<file path="config.mk">
export PLATFORM = sky130hd
export DESIGN_NAME = tdm_mac
export DESIGN_NICKNAME = d
export VERILOG_FILES = /design/src/rtl/tdm_mac_pkg.sv /design/src/rtl/tdm_mac_mult.sv /design/src/rtl/tdm_mac.sv
export SDC_FILE = /design/constraint.sdc
export NUM_CORES = 1
export LEC_CHECK = 0
export BUFFER_PORTS_ARGS = -buffer_cell sky130_fd_sc_hd__buf_4
export CAP_MARGIN = 20
export CORE_MARGIN = 2
export CORE_UTILIZATION = 36
export DETAILED_ROUTE_END_ITERATION = 8
export PLACE_DENSITY = 0.59
export SYNTH_ARGS = -nofsm -noshare
export SYNTH_HDL_FRONTEND = slang
export SYNTH_HIERARCHICAL = 1
export SYNTH_SLANG_ARGS = --single-unit
</file>
<file path="constraint.sdc">
create_clock -name clk -period 6.1 [get_ports clk]
set_clock_uncertainty 0.1 [all_clocks]
set_input_delay 0.305 -clock clk [delete_from_list [all_inputs] [get_ports clk]]
set_output_delay 0.305 -clock clk [all_outputs]
set_load 0.01 [all_outputs]
</file>
<file path="src/rtl/tdm_mac_pkg.sv">
// tdm_mac_pkg: shared definitions for the TDM multiply-accumulate engine.
//   ch_w()      - channel index width for a given channel count (min 1 bit)
//   ST_*        - edge index, counted from the capture edge, at which each
//                 pipeline register holds a given sample
//   mac_ctl_t   - framing/control bundle travelling alongside the data
package tdm_mac_pkg;

  // Widest channel index the struct must carry (NUM_CH <= 64).
  localparam int unsigned CH_W_MAX = 6;

  // Pipeline register positions, 1-based from the capture edge.
  localparam int unsigned ST_A1  = 1;  // operand register 1 (DSP A1/B1)
  localparam int unsigned ST_A2  = 2;  // operand register 2 (DSP A2/B2)
  localparam int unsigned ST_M   = 3;  // multiplier register (DSP M)
  localparam int unsigned ST_P   = 4;  // extended product register
  localparam int unsigned ST_ACC = 5;  // accumulate / burst-sum register
  localparam int unsigned ST_OUT = 6;  // output register

  typedef struct packed {
    logic                valid;
    logic [CH_W_MAX-1:0] ch;
    logic                first;
    logic                last;
  } mac_ctl_t;

  function automatic int unsigned ch_w(input int unsigned n);
    return (n <= 1) ? 1 : $clog2(n);
  endfunction

endpackage

</file>
<file path="src/rtl/tdm_mac_mult.sv">
// tdm_mac_mult: three-stage registered multiplier shaped for one DSP48E1
// (AREG=2, BREG=2, MREG=1). Data registers carry no reset so that they
// fold into the DSP slice.
//   clk  in               rising-edge clock
//   a    in  WIDTH_A      operand A
//   b    in  WIDTH_B      operand B
//   p    out WIDTH_A+WIDTH_B  product of the operands presented 3 edges earlier
(* use_dsp = "yes" *)
module tdm_mac_mult #(
  parameter int unsigned WIDTH_A = 8,
  parameter int unsigned WIDTH_B = 8,
  parameter bit          SIGNED  = 1'b1
) (
  input  logic                       clk,
  input  logic [WIDTH_A-1:0]         a,
  input  logic [WIDTH_B-1:0]         b,
  output logic [WIDTH_A+WIDTH_B-1:0] p
);

  localparam int unsigned PW = WIDTH_A + WIDTH_B;

  logic [WIDTH_A-1:0] a1_d, a1_q, a2_d, a2_q;
  logic [WIDTH_B-1:0] b1_d, b1_q, b2_d, b2_q;
  logic signed [PW-1:0] op_a, op_b;
  logic [PW-1:0] m_d, m_q;

  always_comb begin
    a1_d = a;
    b1_d = b;
    a2_d = a1_q;
    b2_d = b1_q;
    // Extend both operands to full product width first; the low PW bits of
    // the product are then exact in either mode.
    if (SIGNED) begin
      op_a = PW'($signed(a2_q));
      op_b = PW'($signed(b2_q));
    end else begin
      op_a = PW'(a2_q);
      op_b = PW'(b2_q);
    end
    m_d = op_a * op_b;
  end

  always_ff @(posedge clk) begin
    a1_q <= a1_d;
    b1_q <= b1_d;
    a2_q <= a2_d;
    b2_q <= b2_d;
    m_q  <= m_d;
  end

  assign p = m_q;

endmodule

</file>
<file path="src/rtl/tdm_mac.sv">
// tdm_mac: TDM, fully pipelined multiply-accumulate engine for burst data.
// Products of din_a*din_b are summed per channel across a burst framed by
// in_first/in_last; one result per burst appears 5 edges after the edge that
// captured the in_last sample. No backpressure, one sample per cycle.
//   clk, rst_n           clock, synchronous active-low reset
//   in_valid             sample valid
//   in_ch     CH_W       channel index (>= NUM_CH: sample dropped)
//   in_first, in_last    burst framing
//   din_a/din_b          operands
//   out_valid            single-cycle result pulse
//   out_ch    CH_W       channel of the result (held between pulses)
//   out_acc   ACC_WIDTH  burst sum, wraps modulo 2^ACC_WIDTH (held)
//   out_ovf              accumulator overflowed at least once in the burst
module tdm_mac
  import tdm_mac_pkg::*;
#(
  parameter int unsigned WIDTH_A   = 8,
  parameter int unsigned WIDTH_B   = 8,
  parameter int unsigned NUM_CH    = 4,
  parameter int unsigned ACC_WIDTH = WIDTH_A + WIDTH_B + 8,
  parameter bit          SIGNED    = 1'b1,
  localparam int unsigned CH_W     = ch_w(NUM_CH)
) (
  input  logic                 clk,
  input  logic                 rst_n,
  input  logic                 in_valid,
  input  logic [CH_W-1:0]      in_ch,
  input  logic                 in_first,
  input  logic                 in_last,
  input  logic [WIDTH_A-1:0]   din_a,
  input  logic [WIDTH_B-1:0]   din_b,
  output logic                 out_valid,
  output logic [CH_W-1:0]      out_ch,
  output logic [ACC_WIDTH-1:0] out_acc,
  output logic                 out_ovf
);

  localparam int unsigned PW  = WIDTH_A + WIDTH_B;
  localparam int unsigned MSB = ACC_WIDTH - 1;

  // Control pipeline alongside the multiplier (A1, A2, M)
  mac_ctl_t ctl_d [ST_M];
  mac_ctl_t ctl_q [ST_M];

  logic [PW-1:0] prod;

  // Extended product stage
  mac_ctl_t             p_ctl_d, p_ctl_q;
  logic [ACC_WIDTH-1:0] p_d, p_q;

  // Accumulator bank
  logic [ACC_WIDTH-1:0] acc_d [NUM_CH];
  logic [ACC_WIDTH-1:0] acc_q [NUM_CH];
  logic [NUM_CH-1:0]    ovf_d, ovf_q;

  // Burst-sum stage
  logic                 sum_valid_d, sum_valid_q;
  logic [CH_W-1:0]      sum_ch_d, sum_ch_q;
  logic [ACC_WIDTH-1:0] sum_acc_d, sum_acc_q;
  logic                 sum_ovf_d, sum_ovf_q;

  // Output register
  logic                 out_valid_d, out_valid_q;
  logic [CH_W-1:0]      out_ch_d, out_ch_q;
  logic [ACC_WIDTH-1:0] out_acc_d, out_acc_q;
  logic                 out_ovf_d, out_ovf_q;

  // Accumulate-stage temporaries
  logic [CH_W-1:0]      c;
  logic [ACC_WIDTH:0]   wide;
  logic [ACC_WIDTH-1:0] nsum;
  logic                 step_ovf, novf;

  tdm_mac_mult #(
    .WIDTH_A (WIDTH_A),
    .WIDTH_B (WIDTH_B),
    .SIGNED  (SIGNED)
  ) u_mult (
    .clk (clk),
    .a   (din_a),
    .b   (din_b),
    .p   (prod)
  );

  always_comb begin
    ctl_d[0].valid = in_valid;
    ctl_d[0].ch    = CH_W_MAX'(in_ch);
    ctl_d[0].first = in_first;
    ctl_d[0].last  = in_last;
    for (int unsigned i = 1; i < ST_M; i++) begin
      ctl_d[i] = ctl_q[i-1];
    end
  end

  always_comb begin
    p_ctl_d = ctl_q[ST_M-1];
    // Out-of-range channels are dropped here, before they can touch the bank.
    p_ctl_d.valid = ctl_q[ST_M-1].valid &&
                    ({1'b0, ctl_q[ST_M-1].ch} < (CH_W_MAX+1)'(NUM_CH));
    if (SIGNED) begin
      p_d = ACC_WIDTH'($signed(prod));
    end else begin
      p_d = ACC_WIDTH'(prod);
    end
  end

  // Single-cycle read-modify-write of the bank, so back-to-back samples on
  // one channel always see the previous sample's update.
  always_comb begin
    acc_d = acc_q;
    ovf_d = ovf_q;
    c     = p_ctl_q.ch[CH_W-1:0];
    wide  = {1'b0, acc_q[c]} + {1'b0, p_q};
    if (SIGNED) begin
      step_ovf = (acc_q[c][MSB] == p_q[MSB]) && (wide[MSB] != acc_q[c][MSB]);
    end else begin
      step_ovf = wide[ACC_WIDTH];
    end
    if (p_ctl_q.first) begin
      nsum = p_q;
      novf = 1'b0;
    end else begin
      nsum = wide[ACC_WIDTH-1:0];
      novf = ovf_q[c] | step_ovf;
    end
    sum_valid_d = p_ctl_q.valid && p_ctl_q.last;
    sum_ch_d    = c;
    sum_acc_d   = nsum;
    sum_ovf_d   = novf;
    if (p_ctl_q.valid) begin
      if (p_ctl_q.last) begin
        acc_d[c] = '0;
        ovf_d[c] = 1'b0;
      end else begin
        acc_d[c] = nsum;
        ovf_d[c] = novf;
      end
    end
  end

  always_comb begin
    out_valid_d = sum_valid_q;
    out_ch_d    = out_ch_q;
    out_acc_d   = out_acc_q;
    out_ovf_d   = out_ovf_q;
    if (sum_valid_q) begin
      out_ch_d  = sum_ch_q;
      out_acc_d = sum_acc_q;
      out_ovf_d = sum_ovf_q;
    end
  end

  always_ff @(posedge clk) begin
    if (!rst_n) begin
      for (int unsigned i = 0; i < ST_M; i++) begin
        ctl_q[i] <= '0;
      end
      for (int unsigned i = 0; i < NUM_CH; i++) begin
        acc_q[i] <= '0;
      end
      p_ctl_q     <= '0;
      p_q         <= '0;
      ovf_q       <= '0;
      sum_valid_q <= 1'b0;
      sum_ch_q    <= '0;
      sum_acc_q   <= '0;
      sum_ovf_q   <= 1'b0;
      out_valid_q <= 1'b0;
      out_ch_q    <= '0;
      out_acc_q   <= '0;
      out_ovf_q   <= 1'b0;
    end else begin
      ctl_q       <= ctl_d;
      acc_q       <= acc_d;
      p_ctl_q     <= p_ctl_d;
      p_q         <= p_d;
      ovf_q       <= ovf_d;
      sum_valid_q <= sum_valid_d;
      sum_ch_q    <= sum_ch_d;
      sum_acc_q   <= sum_acc_d;
      sum_ovf_q   <= sum_ovf_d;
      out_valid_q <= out_valid_d;
      out_ch_q    <= out_ch_d;
      out_acc_q   <= out_acc_d;
      out_ovf_q   <= out_ovf_d;
    end
  end

  assign out_valid = out_valid_q;
  assign out_ch    = out_ch_q;
  assign out_acc   = out_acc_q;
  assign out_ovf   = out_ovf_q;

endmodule

</file>
# == Word-level counts from Yosys, hierarchy flattened ==
# Cells that the tools add are included.
# op_classes
addsub,1
multipliers,1
div_mod_pow,0
n_lt_le_gt_ge,5
eq_ne,2
shifts,0
muxes,15
bitwise,6
reduce_logical,5
# op_table
op,count
96-bit bitwise AND,1
96-bit bitwise mux,1
24-bit 2-to-1 mux,4
96-bit 2-to-1 mux,1
96-bit NOT,1
24-bit binary-select mux with 2-bit select,1
24-bit demux with 2-bit select,1
24-bit adder,1
8-bit by 8-bit multiplier with 16-bit output,1
"6-bit by 3-bit less-than comparator with 1-bit output, second input constant",1
1-bit logical AND,5
4-bit bitwise AND,1
4-bit bitwise mux,1
4-bit 2-to-1 mux,1
4-bit NOT,1
"3-bit >= comparator, second input constant",1
"2-bit by 3-bit less-than comparator with 1-bit output, second input constant",1
"3-bit by 1-bit less-than comparator with 1-bit output, second input constant",1
1-bit 2-to-1 mux,3
2-bit NOT with 3-bit output,1
1-bit binary-select mux with 2-bit select,1
1-bit demux with 2-bit select,1
"2-bit by 1-bit >= comparator with 1-bit output, second input constant",1
1-bit equality test,1
other kinds (2),2
# word_totals
reg_bits,252
latchBits,0
ramBits,0
mem_bits_ro,0
output_inout_bits,28
elab_cells,71
mem_count,0

# == Longest topological paths before layout ==
# depth
word_depth,11
ltp_mapped,17
depth_no_buf,17

# == Cells and area by module ==
# The synthesis kept the hierarchy.
# by_module_without_submodules
mod,instances,cells_each,area_per_inst_um2,seq_area_each_um2
tdm_mac,1,888,8383.0,3843.7
tdm_mac_mult,1,332,3472.1,960.9

# == Worst setup path before layout ==
# No wires, ideal clock.
# synth_timing
kind,register to register
from,register u_mult.b2_q[2]
to,register u_mult.m_q[11] (netlist: u_mult/p[11])
setup_ps,62
arrival_ps,3894
t_required_ps,5938
setup_slack_ps,2044
path_stages_with_launch,16
path_buffers,0
synth_period_minus_slack_ps,4056
path_cell_list,dfxtp_1 > and2_1 > fa_1 > inv_1 > fa_1 > inv_1 > fa_1 > inv_1 > fa_1 > inv_1 > ha_1 > a21o_1 > a21oi_2 > a21boi_1 > or4_1 > nand3_1
# synth_between
elab_chain_len,1
# synth_lines
element,line_no,source
"start, declared",tdm_mac_mult.sv:23,"logic [WIDTH_B-1:0] b1_d, b1_q, b2_d, b2_q;"
"start signal, assigned",tdm_mac_mult.sv:48,b2_q <= b2_d;
8-bit by 8-bit multiplier with 16-bit output,tdm_mac_mult.sv:41,m_d = op_a * op_b;
named net u_mult.m_d[11],tdm_mac_mult.sv:25,"logic [PW-1:0] m_d, m_q;"
"end signal, assigned",tdm_mac_mult.sv:49,m_q <= m_d;
"end, declared",tdm_mac_mult.sv:25,
# The timed path passes the listed nets, and every way through them passes these cells.
# A chain may end at the register's enable or synchronous reset.

# == Worst setup path in the final report ==
# layout_timing
from,register u_mult.b2_q[1]
to,register u_mult.m_q[11] (netlist: u_mult/p[11])
# Same word-level chain as after synthesis.

==> reports/metrics.sh <==
ANTENNA-DIODE-COUNT=0
LEAKAGEPOWER_nW=5.74
PWR-SHARE-SEQ_PCT=37.6
YOSYS_WARNINGS=6
TIMING.CRITICAL_PATH.SLOWEST_STAGE_CELL='sky130_fd_sc_hd__fa_1'
FIRST_ITER_VIOLATIONS=535
STARTING_DENSITY_OF_THE_CORE_PCT=36.5
MET3_WIRELENGTH_MM=1.42
CORE.ROWCOUNT=66
POST-ROUTE-DRC-COUNT=0
CRITPATHMAXSTAGEDELAY_NS=0.53
CRITICAL_PATH_PEAK_FANOUT=8
DETAILED_ROUTED_WIRE_LENGTH_ON_MET2_MM=12.0
NETLIST-CELL-TYPE-COUNT=71
TOP_REG_CELL_SYNTH='sky130_fd_sc_hd__dfxtp_1'
YS_TOP_CELLS_BY_AREA='sky130_fd_sc_hd__dfxtp_1, sky130_fd_sc_hd__fa_1, sky130_fd_sc_hd__ha_1'
VIAS=8604
SYNTH_AREA_UM2=11900
NETLIST_TOP_CELLS_COUNT='sky130_fd_sc_hd__dfxtp_1, sky130_fd_sc_hd__nand2_1, sky130_fd_sc_hd__inv_1, sky130_fd_sc_hd__and2_1, sky130_fd_sc_hd__nor2_1'
PLACE_WS_NS=1.87
SWITCHING_SHARE_PCT=30.7
YS_ASYNC_SR_FRACTION_PCT=0
CLK_ROOT_BUF='sky130_fd_sc_hd__clkbuf_16'
CTS_TREE='built'
VDD_IR_DROP_MAX_mV=0.225
CLK_PATH_BUF_DEPTH=3
WORST-SETUP-PATH-TYPE='flop to flop'
CORE_REGION_AREA_UM2=32500
GRTUSAGETOTAL_PCT=16.4
DESIGN.FINAL.NETS=1409
BOUNDARYPINS=51
WORSTPATHCELLLIST='and2_1 > fa_1 > inv_1 > fa_1 > inv_1 > fa_1 > inv_1 > fa_1 > inv_1 > ha_1 > a21o_1 > a21oi_2 > a21boi_1 > or4_1 > nand3_1'
RELSLEWSLACK_PCT=34.9
WL_PER_CELL_UM=15.6
SYNTH.MOST_COMMON_CELL='sky130_fd_sc_hd__dfxtp_1'
SYNTHESIS.INSTANCES=1220
REPORT.FINAL.SETUP_VIOL=0
POWER_PER_CELL_AREA_nW_PER_UM2=339
FINAL_ANTENNA_NET_COUNT=0
CTS.HTREE.LEVELS=1
VIAS_PER_CELL=4.95
CRITPATHARRIVALTIME_NS=4.60
DIE_H_UM=185
SYN2LAYOUT_AREA_GROWTH_PCT=16.6
MAXCAPVIOLCOUNT=0
SUM_OF_NET_HALF_PERIMETERS_AFTER_DETAILED_PLACEMENT_MM=18.7
GRT_FIRST_PASS_WIRELENGTH_MM=45.1
WORSTPATHREQUIRED_NS=6.47
DESIGN.DIE.AREA_UM2=34400
MAX_CLOCK_FREQ_GHz=0.236
CLOCK_SINK_COUNT=240
WORST_SETUP_HOLD_PATH_CLK_SLEW_NS=0.06
MULTI_INPUT_AREA_UM2=6500
TOP_LAYER='met4'
SYNTH.NET_COUNT=1351
ROUTABILITYCONGESTION=0.899
DETAIL_ROUTE.WIRELENGTH.MET1_MM=12.8
TRITONCTS.NUM_BUFFERS=27
CP-END-KIND='flop'
DIE_WIDTH_UM=185
WORST_SLEW_PIN_SLEW_NS=0.972
SYNTH_SEQUENTIAL_AREA_RATIO_PCT=40.5
HP-START='rst_n'
SYNTH_EDF_COUNT=0
REMAINING_GLOBAL_ROUTE_OVERFLOW=0
POWER.CLOCK.FRACTION_PCT=36.0
GRT_ANTENNA_BEFORE_REPAIR=0
STATUS='finished, final reports clean'
FINAL.SETUP.WORST_SLACK_NS=1.87
YOSYSTOPAREACELL='sky130_fd_sc_hd__dfxtp_1'
SEQCELLAREA_UM2=4810
P_SW_mW=1.43
SLEW_VIOL_FINAL=0
FINALCRITPERIODSHARE_PCT=69.4
LAYOUT-DRIVE-GT1-SHARE_PCT=12.1
CLK-INSERTION-DELAY-LATE_NS=0.57
NETLIST.AREA_LEADER.SHARE_PCT=40.5
MAXIMUM_NUMBER_OF_PINS_ON_ONE_NET_BEFORE_GLOBAL_ROUTE_REPAIR=61
FILLER_CELL_COUNT=3156
FIRST_GLOBAL_VIAS=8663
FINALSETUPTNS_NS=0
SETUP.WORST_PATH.START='u_mult/b2_q[1]'
RSZ_0062_RAISED_AFTER_GLOBAL_ROUTING='false'
FINAL_REPORT_HOLD_VIOLATION_COUNT=0
POST_CTS_RESIZED=0
FINALWIRELENGTH_MM=27.1
YOSYS_REGISTER_BITS=240
IO_BUFFERS=50
P_INT_mW=3.24
CP-START-KIND='flop'
POWER_FRAC_COMB_PCT=26.3
PERIOD_NEEDED_NS=4.23
REG2REG_FROM='u_mult/b2_q[1]'
HOLD_PATH.CLASS='primary input to flop'
SYN_AREA_PER_CELL_UM2=9.72
FIRSTDRTPASSITERS=5
final timing paths:
kind,endpoint,slack [ns],cells past startpoint
setup reg to reg,u_mult/p[11],1.87,15
hold reg to reg,u_mult/b2_q[5],0.22,0
setup / recovery,u_mult/p[11],1.87,15
hold / removal,sum_acc_q[14],0.20,2
kinds of logic (layout without fill, tap and decap cells):
| family | after synthesis | after routing | share of synthesized area (%) |
|---|---|---|---|
| DFF | 240 | 240 | 40.5 |
| muxes | 60 | 60 | 7.73 |
| xor gates and xnor gates | 23 | 23 | 1.70 |
| AOI/OAI and AO/OA | 229 | 229 | 13.1 |
| and+or+nand+nor | 415 | 415 | 17.3 |
| buffers and inverters | 145 | 222 | 4.66 |
| adders and majority gates | 108 | 108 | 14.9 |
state kept, by name, indices dropped and copies added, names as in the netlist, 2 cells and up:
| register | count |
|---|---|
| sum_ch_q | 2 |
| sum_acc_q | 24 |
| ctl_q | 5 |
| ctl_d | 10 |
| u_mult/b1_q | 8 |
| out_ch | 2 |
| u_mult/b2_q | 8 |
| acc_q | 96 |
| p_ctl_q | 3 |
| u_mult/p | 16 |
| p_q | 16 |
| u_mult/a1_q | 8 |
| out_acc | 24 |
| u_mult/a2_q | 8 |
| c | 2 |
| ovf_q | 4 |
through the flow:
| step | power [mW] | std cells | hold WS [ns] | instance area, um2 | util, % |
|---|---|---|---|---|---|
| after floorplan | 2.74 | 1220 | 0.210 | 11900 | - |
| after global placement | 2.99 | 1669 | 0.212 | 12700 | 39.0 |
| after detailed placement | 3.01 | 1669 | 0.212 | 12700 | 39.0 |
| after CTS | 4.73 | 1738 | 0.184 | 13800 | 42.6 |
| after global routing | 5.00 | 1739 | 0.223 | 13800 | 42.6 |
| final | 4.68 | 1739 | 0.203 | 13800 | 42.6 |
per-layer routing:
metal	track usage (%)	up-vias
met3	2.29	55
met5	0	-
met2	27.0	217
li1	-	4281
met4	5.46	0
met1	22.1	4051
area by class of cell:
| cell class | count | share of cell area, % |
|---|---|---|
| Clock buffer | 33 | 5.49 |
| Clock inverter | 15 | 1.35 |
| Sequential cell | 240 | 34.8 |
| Inverter | 91 | 2.47 |
| Timing Repair Buffer | 83 | 4.92 |
| Tap cell | 442 | 4.00 |
| Multi-Input combinational cell | 835 | 47.0 |
critical path, delay by kind of cell, from the launching register on:
| family | cells | cell delay, ns |
|---|---|---|
| fa+ha+maj | 5 | 2.33 |
| simple gates | 3 | 0.69 |
| flops | 1 | 0.36 |
| buf+inv | 4 | 0.20 |
| compound gates | 3 | 0.49 |
power groups by stage:
stage | registers [mW] | clock network, mW | logic, mW
after floorplan | 1.76 | 0 | 0.975
after global placement | 1.79 | 0 | 1.20
after detailed placement | 1.80 | 0 | 1.21
after CTS | 1.76 | 1.73 | 1.23
after global routing | 1.78 | 1.80 | 1.43
final | 1.76 | 1.69 | 1.23
timing repair:
item | 4_1_cts | 5_1_grt
setup endpoints to repair | 0 | 0
hold buffers | 21 | 0
setup buffers | 0 | 0
hold endpoints to repair | 21 | 0
layout by cell type, fill, tap and decap left out, types with 24 or more instances in the layout:
cell / Yosys / layout
sky130_fd_sc_hd__dfxtp_1: 240 / 239
sky130_fd_sc_hd__nand2_1: 128 / 128
sky130_fd_sc_hd__and2_1: 90 / 90
sky130_fd_sc_hd__nor2_1: 90 / 90
sky130_fd_sc_hd__inv_1: 91 / 90
sky130_fd_sc_hd__a21oi_1: 71 / 71
sky130_fd_sc_hd__buf_4: 1 / 61
sky130_fd_sc_hd__fa_1: 56 / 56
sky130_fd_sc_hd__ha_1: 52 / 52
sky130_fd_sc_hd__mux2i_1: 33 / 33
sky130_fd_sc_hd__o21ai_0: 28 / 28
sky130_fd_sc_hd__clkbuf_16: 0 / 27
sky130_fd_sc_hd__mux4_2: 25 / 25
sky130_fd_sc_hd__a22o_1: 24 / 24
(Power assumes the default switching activity.)
